==> src/rtl/rect_draw_ctrl.sv <==
// Rectangle draw controller: loads x0/y0/w/h from a shared bus, then scans the rectangle row-major, one pixel per clock.
// Optional outline-only plotting is enabled by defining RECT_OUTLINE_EN.
module rect_draw_ctrl #(
  parameter int X_W    = 8,
  parameter int Y_W    = 7,
  parameter int SIZE_W = 4,
  parameter int COL_W  = 3
) (
  input  logic             clk,
  input  logic             resetn,
  input  logic             enable,
  input  logic             draw,
  input  logic             outline,
  input  logic [X_W-1:0]   data_in,
  input  logic [COL_W-1:0] colour_in,
  output logic [X_W-1:0]   x_out,
  output logic [Y_W-1:0]   y_out,
  output logic [COL_W-1:0] colour_out,
  output logic             plot,
  output logic             busy,
  output logic             done,
  output logic [3:0]       current_state
);

  typedef enum logic [3:0] {
    S_LOAD_X    = 4'd0,
    S_WAIT_X    = 4'd1,
    S_LOAD_Y    = 4'd2,
    S_WAIT_Y    = 4'd3,
    S_LOAD_W    = 4'd4,
    S_WAIT_W    = 4'd5,
    S_LOAD_H    = 4'd6,
    S_WAIT_H    = 4'd7,
    S_WAIT_DRAW = 4'd8,
    S_DRAW      = 4'd9,
    S_DONE      = 4'd10
  } state_t;

  state_t            state;
  logic [X_W-1:0]    x0;
  logic [Y_W-1:0]    y0;
  logic [SIZE_W-1:0] w;
  logic [SIZE_W-1:0] h;
  logic [COL_W-1:0]  colour;
  logic [SIZE_W-1:0] col;
  logic [SIZE_W-1:0] row;
  logic              last_col;
  logic              last_row;

  assign last_col = (col == w - 1'b1);
  assign last_row = (row == h - 1'b1);

  always_ff @(posedge clk) begin
    if (!resetn) begin
      state  <= S_LOAD_X;
      x0     <= '0;
      y0     <= '0;
      w      <= '0;
      h      <= '0;
      colour <= '0;
      col    <= '0;
      row    <= '0;
    end else begin
      case (state)
        S_LOAD_X: begin
          x0 <= data_in;
          if (enable) state <= S_WAIT_X;
        end
        S_WAIT_X: if (!enable) state <= S_LOAD_Y;
        S_LOAD_Y: begin
          y0 <= data_in[Y_W-1:0];
          if (enable) state <= S_WAIT_Y;
        end
        S_WAIT_Y: if (!enable) state <= S_LOAD_W;
        S_LOAD_W: begin
          w <= data_in[SIZE_W-1:0];
          if (enable) state <= S_WAIT_W;
        end
        S_WAIT_W: if (!enable) state <= S_LOAD_H;
        S_LOAD_H: begin
          h <= data_in[SIZE_W-1:0];
          if (enable) state <= S_WAIT_H;
        end
        S_WAIT_H: if (!enable) state <= S_WAIT_DRAW;
        S_WAIT_DRAW: begin
          if (draw) begin
            colour <= colour_in;
            col    <= '0;
            row    <= '0;
            // A degenerate rectangle skips the scan entirely
            state  <= (w == '0 || h == '0) ? S_DONE : S_DRAW;
          end
        end
        S_DRAW: begin
          if (last_col) begin
            col <= '0;
            if (last_row) state <= S_DONE;
            else          row   <= row + 1'b1;
          end else begin
            col <= col + 1'b1;
          end
        end
        S_DONE:  state <= S_LOAD_X;
        default: state <= S_LOAD_X;
      endcase
    end
  end

  assign x_out         = x0 + X_W'(col);
  assign y_out         = y0 + Y_W'(row);
  assign colour_out    = colour;
  assign busy          = (state == S_DRAW) || (state == S_DONE);
  assign done          = (state == S_DONE);
  assign current_state = state;

`ifdef RECT_OUTLINE_EN
  logic border;
  assign border = (col == '0) || last_col || (row == '0) || last_row;
  assign plot   = (state == S_DRAW) && (!outline || border);
`else
  logic unused_outline;
  assign unused_outline = outline;
  assign plot           = (state == S_DRAW);
`endif

endmodule
==> config.mk <==
export PLATFORM = sky130hd
export DESIGN_NAME = rect_draw_ctrl
export DESIGN_NICKNAME = d
export VERILOG_FILES = /design/src/rtl/rect_draw_ctrl.sv
export SDC_FILE = /design/constraint.sdc
export NUM_CORES = 1
export LEC_CHECK = 0
export CAP_MARGIN = 20
export CORE_MARGIN = 2
export CORE_UTILIZATION = 50
export DETAILED_ROUTE_END_ITERATION = 10
export GPL_ROUTABILITY_DRIVEN = 0
export PLACE_DENSITY = 0.8
export SYNTH_ARGS = -nofsm -noshare
export SYNTH_HDL_FRONTEND = slang
export SYNTH_SLANG_ARGS = --single-unit
export TNS_END_PERCENT = 30
==> constraint.sdc <==
create_clock -name clk -period 2.8 [get_ports clk]
set_input_delay 0.56 -clock clk [delete_from_list [all_inputs] [get_ports clk]]
set_output_delay 0.56 -clock clk [all_outputs]
set_load 0.03 [all_outputs]
==> impl_metrics.env, run 1 <==
export IMPL_maxSlewViolCount=0
export IMPL_vias_per_cell=5.39
export IMPL_antenna_found_initial=0
export IMPL_antenna_cells=0
export IMPL_syn_inst=251
export IMPL_cp_data_arrival_time_ns=2.11
export IMPL_placementRows=24
export IMPL_grt_pass1_wl_um=8110
export IMPL_yosysWarningCount=0
export IMPL_syn_num_nets=282
export IMPL_totalWireLength_um=4720
export IMPL_holdCritStartpoint="colour_out[1]"
export IMPL_overflow=0
export IMPL_synthXorXnorAreaFrac_pct=10.2
export IMPL_die_h_um=71.1
export IMPL_clk_pin_slew_worst_paths_ns=0.08
export IMPL_dp_slack_ns=0.112
export IMPL_vias=1886
export IMPL_avgSynthCellArea_um2=8.98
export IMPL_synth_compound_area_share_pct=11.2
export IMPL_crit_path_max_fanout=2
export IMPL_rsz0062_at_grt="false"
export IMPL_fillers=372
export IMPL_ctsHtreeMaxLevel=2
export IMPL_fp_dieW_um=71.1
export IMPL_layout_min_cycle_time_ns=2.67
export IMPL_grt_pass1_vias=1772
export IMPL_r2r_start="w[0]"
export IMPL_wl_per_cell_um=13.5
export IMPL_synthSimpleGateAreaFrac_pct=21.3
export IMPL_synthDistinctLibCells=43
export IMPL_core_region_area_mm2=0.00435
export IMPL_drc=0
export IMPL_final_setup_tns_ns=0
export IMPL_area_growth_pct=24.8
export IMPL_firstDrtPassIters=4
export IMPL_synth_top_family_by_area="simple AND/OR/NAND/NOR gates"
export IMPL_drv_cap=0
export IMPL_cp_required_ns=2.24
export IMPL_p_leak_nw=1.21
export IMPL_setup_viol=0
export IMPL_slew_headroom_pct=47.3
export IMPL_path_class="flop to output pin"
export IMPL_muxShareOfSynthArea_pct=10.2
export IMPL_skew_ns=0.00513
export IMPL_die_area_mm2=0.00506
export IMPL_cts_root_buffer_cell="clkbuf_8"
export IMPL_place_hpwl_um=3390
export IMPL_cts_path_max_buffers=2
export IMPL_synthAdderAreaFrac_pct=9.00
export IMPL_peakVddDrop_mv=0.374
export IMPL_cp_start_kind="flop"
export IMPL_cp_startpoint="x0[0]"
export IMPL_ant_nets=0
export IMPL_finalCritPeriodShare_pct=95.5
export IMPL_setup_ws_ns=0.126
export IMPL_ys_seq_area_share_pct=33.8
export IMPL_worst_setup_path_end_kind="output pin"
export IMPL_grt_usage_pct=20.6
export IMPL_fmax_ghz=0.374
export IMPL_cts_sinks=38
export IMPL_ctsHoldBuffers=0
export IMPL_netlist_area_mm2=0.00225
export IMPL_clock_latency_ns=0.29
export IMPL_power_density_mw_per_mm2=475
export IMPL_start_util_pct=51.8
export IMPL_drive_gt1_share_pct=10.1
export IMPL_fin_area_mm2=0.00281
export IMPL_cts_tree="yes"
export IMPL_utilization_pct=64.6
export IMPL_synth_async_reset_ratio_pct=0
export IMPL_synth_seq_cells=38
export IMPL_nets=328
export IMPL_ys_flop_type="dfxtp_1"
export IMPL_cts_buffers=5
export IMPL_first_iter_violations=86
export IMPL_portBuffers=39
export IMPL_grt_max_degree=34
export IMPL_postPlaceCellArea_mm2=0.00273
export IMPL_io_pins=41
export IMPL_worstHoldPathType="flop to flop"
export IMPL_hold_viol=0
export IMPL_max_slew_worst_pin_slew_ns=0.787
export IMPL_status="complete, no violations"
export IMPL_synth_edf_count=0
-- state kept, by name, indices dropped and copies added, names as in the netlist --
register,flops
col,4
colour_out,3
current_state,4
h,4
row,4
w,4
x0,8
y0,7
-- stage by stage --
step                      cells  hold slack (ns)  power (mW)
after floorplan             251            0.467       0.845
after global placement      342            0.465       0.951
after detailed placement    342            0.482       0.959
after CTS                   350            0.492        1.35
after global routing        350            0.517        1.40
final                       350            0.484        1.34
-- cell usage in the layout, fill, tap and decap left out, types with 2 or more instances in the layout --
cell type / n
o21ai_1: 7
clkdlybuf4s50_1: 29
nor3_2: 3
dlymetal6s2s_1: 3
mux2i_1: 23
dfxtp_1: 38
a31oi_1: 4
clkbuf_2: 2
a21o_1: 2
nand2b_1: 6
xnor2_1: 15
ha_1: 13
nor2_1: 37
xor2_1: 6
nor2b_1: 7
o21ai_0: 3
buf_4: 12
clkbuf_8: 6
inv_1: 14
nand3_1: 6
a21oi_1: 14
nand3b_1: 2
nor3_1: 7
fa_1: 2
nand2_1: 13
-- synth_stat cells, drive strengths merged, types with 2 or more instances --
cell type	count	area (um^2)
xor2	6	52.6
mux2i	23	230
nand2b	6	37.5
a21o	2	15.0
inv	14	52.6
a31oi	4	25.0
dfxtp	38	761
nor2	39	170
xnor2	15	131
nor2b	7	43.8
a21oi	14	70.1
clkbuf	6	22.5
o21ai	10	50.0
nand2	13	48.8
nor3	10	65.1
fa	2	40.0
nand3	6	30.0
nand3b	2	15.0
ha	13	163
o211ai	2	20.0
buf	3	21.3
-- timing repair --
action	in CTS	in global routing
gates resized for setup	4	8
setup buffers	0	0
cloned	0	0
pin swaps	0	0
endpoints found under the setup margin	4	6
endpoints found under the hold margin	0	0
-- area by class of cell --
cell class	instances	area [um^2]	area share [%]
repair buffers	48	447	15.9
well taps	52	65.1	2.31
inverters	14	52.6	1.87
flip-flops and latches	38	761	27.0
multi-input cells	190	1400	49.6
clock buffers	7	86.3	3.07
clock inverters	1	5.00	0.178
-- critical path: stages, from the launching register on --
cell,delay [ns]
dfxtp_1,0.35
ha_1,0.18
inv_1,0.05
fa_1,0.39
xnor2_1,0.16
clkdlybuf4s50_1,0.69
-- where the power goes --
group          total (mW)  internal (mW)  switching [mW]
logic               0.327          0.147           0.181
registers           0.611          0.572          0.0390
clock network       0.397          0.199           0.198
total                1.34          0.918           0.418
-- kinds of logic after synthesis --
family | Yosys count
AO/OA/AOI/OAI | 39
XOR/XNOR | 23
adder cells (fa/ha/maj) | 15
buffers and inverters | 23
flip-flops | 38
multiplexers | 23
AND/OR/NAND/NOR | 90
-- routing by layer --
layer | share of wire (%) | track usage [%] | vias to the layer above
met4 | 1.1 | 9.43 | 0
met3 | 4.7 | 4.56 | 6
met2 | 49 | 33.9 | 42
met1 | 45 | 25.8 | 888
met5 | 0 | 0 | -
li1 | - | - | 950
-- path summary, 6_finish.rpt --
path | to | slack [ns] | depth (start not counted)
worst max-delay path | x_out[2] | 0.13 | 5
worst min-delay path | colour_out[1] | 0.48 | 2
worst max register to register | row[3] | 0.85 | 7
worst min register to register | colour_out[1] | 0.48 | 2
(Power assumes the default switching activity.)
==> inputs of run 2 (changes only) <==
CORE_UTILIZATION = 56   (was 50)
PLACE_DENSITY = 0.82   (was 0.8)
==> impl_metrics.env, run 2 (same netlist as run 1, synthesis figures left out) <==
export IMPL_status="complete, no violations"
export IMPL_cts_tree="yes"
export IMPL_rsz0062_at_grt="false"
export IMPL_layout_cells_most_common="dfxtp_1"
export IMPL_vias_per_cell=5.27
export IMPL_crit_slowest_cell="clkdlybuf4s50_1"
export IMPL_grt_pass1_wl_um=7780
export IMPL_cp_required_ns=2.24
export IMPL_critPathBufInv=2
export IMPL_cts_buffers=5
export IMPL_totalWireLength_um=4520
export IMPL_placementRows=23
export IMPL_finalHoldWorstSlack_ns=0.485
export IMPL_final_setup_tns_ns=0
export IMPL_worst_setup_path_end_kind="output pin"
export IMPL_layout_common_cells="dfxtp_1, nor2_1, clkdlybuf4s50_1"
export IMPL_grt_usage_pct=22.8
export IMPL_totalPowerFinal_mw=1.51
export IMPL_p_leak_nw=1.18
export IMPL_clock_latency_ns=0.28
export IMPL_cp_top_family="buffers and inverters"
export IMPL_fp_dieW_um=67.4
export IMPL_nets=327
export IMPL_cts_path_max_buffers=2
export IMPL_cp_start_kind="flop"
export IMPL_core_region_area_mm2=0.00394
export IMPL_cp_data_arrival_time_ns=2.12
export IMPL_utilization_pct=72.2
export IMPL_antenna_found_initial=0
export IMPL_slew_headroom_pct=48.2
export IMPL_layoutNonFillerInstCount=347
export IMPL_setup_viol=0
export IMPL_firstDrtPassIters=4
export IMPL_slowest_delay_ns=0.68
export IMPL_cts_root_buffer_cell="clkbuf_8"
export IMPL_hold_viol=0
export IMPL_path_class="flop to output pin"
export IMPL_top_regs="x0: 8 flops, y0: 7 flops"
export IMPL_largest_reg_flops=8
export IMPL_finalCritPeriodShare_pct=95.6
export IMPL_area_growth_pct=26.4
export IMPL_antenna_cells=0
export IMPL_power_density_mw_per_mm2=530
export IMPL_overflow=0
export IMPL_top_register="x0"
export IMPL_grt_pass1_vias=1771
export IMPL_ant_nets=0
export IMPL_max_slew_worst_pin_slew_ns=0.771
export IMPL_start_util_pct=57.2
export IMPL_portBuffers=39
export IMPL_cts_sinks=38
export IMPL_io_pins=41
export IMPL_first_iter_violations=84
export IMPL_die_area_mm2=0.00455
export IMPL_maxSlewViolCount=0
export IMPL_path_cells="ha_1 > inv_1 > fa_1 > xnor2_1 > clkdlybuf4s50_1"
export IMPL_layout_min_cycle_time_ns=2.68
export IMPL_drv_cap=0
export IMPL_grt_max_degree=34
export IMPL_vias=1828
export IMPL_clk_pin_slew_worst_paths_ns=0.07
export IMPL_peakVddDrop_mv=0.383
export IMPL_place_hpwl_um=3390
export IMPL_crit_path_max_fanout=2
export IMPL_drive_gt1_share_pct=10.1
export IMPL_die_h_um=67.4
export IMPL_drc=0
export IMPL_fmax_ghz=0.374
export IMPL_skew_ns=0.00163
export IMPL_rrSetupSlack_ns=0.77
export IMPL_ctsHtreeMaxLevel=2
export IMPL_worstHoldPathType="flop to flop"
export IMPL_wl_per_cell_um=13.0
export IMPL_dpl_cell_count=339
export IMPL_cts_setup_buffers=0
==> run 2: what timing repair did <==
item                                    4_1_cts  5_1_grt
endpoints found under the setup margin        3        1
hold buffers                                  0        0
gates resized for setup                       3        2
==> run 2: path summary, 6_finish.rpt <==
path | from | cells past startpoint | endpoint
min | colour_out[1] | 2 | colour_out[1]
max | row[0] | 5 | y_out[2]
min reg2reg | colour_out[1] | 2 | colour_out[1]
max reg2reg | w[0] | 7 | row[3]
==> run 2: area by class of cell <==
cell class	instances	area [um^2]
clock buffer	6	82.6
clock inverter	2	60.1
fill	310	1090
inverter	14	52.6
multi-input combinational	190	1400
sequential	38	761
tap	50	62.6
timing repair buffer	47	433
==> run 2: report_power, final <==
group	switching [mW]	total [mW]	internal [mW]
Sequential	0.0432	0.616	0.572
Clock	0.191	0.571	0.380
Combinational	0.178	0.325	0.147
Total	0.412	1.51	1.10
==> run 2: worst min-delay path, stage by stage, from the launching register on <==
cell,delay (ns)
dfxtp_1,0.31
o21ai_1,0.07
a21oi_1,0.06
==> run 2: routing by layer <==
metal	GRT usage (%)	up-vias	part of all wire, %
met4	4.08	0	0.60
met5	0	-	0
li1	-	943	-
met1	27.1	834	44
met3	5.33	4	5.1
met2	42.1	47	50
==> run 2: through the flow <==
stage / instance area, um^2 / worst slack (ns)
global route: 2850 / 0.00612
global placement: 2710 / 0.165
finish: 2850 / 0.123
floorplan: 2250 / 0.316
CTS: 2850 / 0.0668
detailed placement: 2710 / 0.131
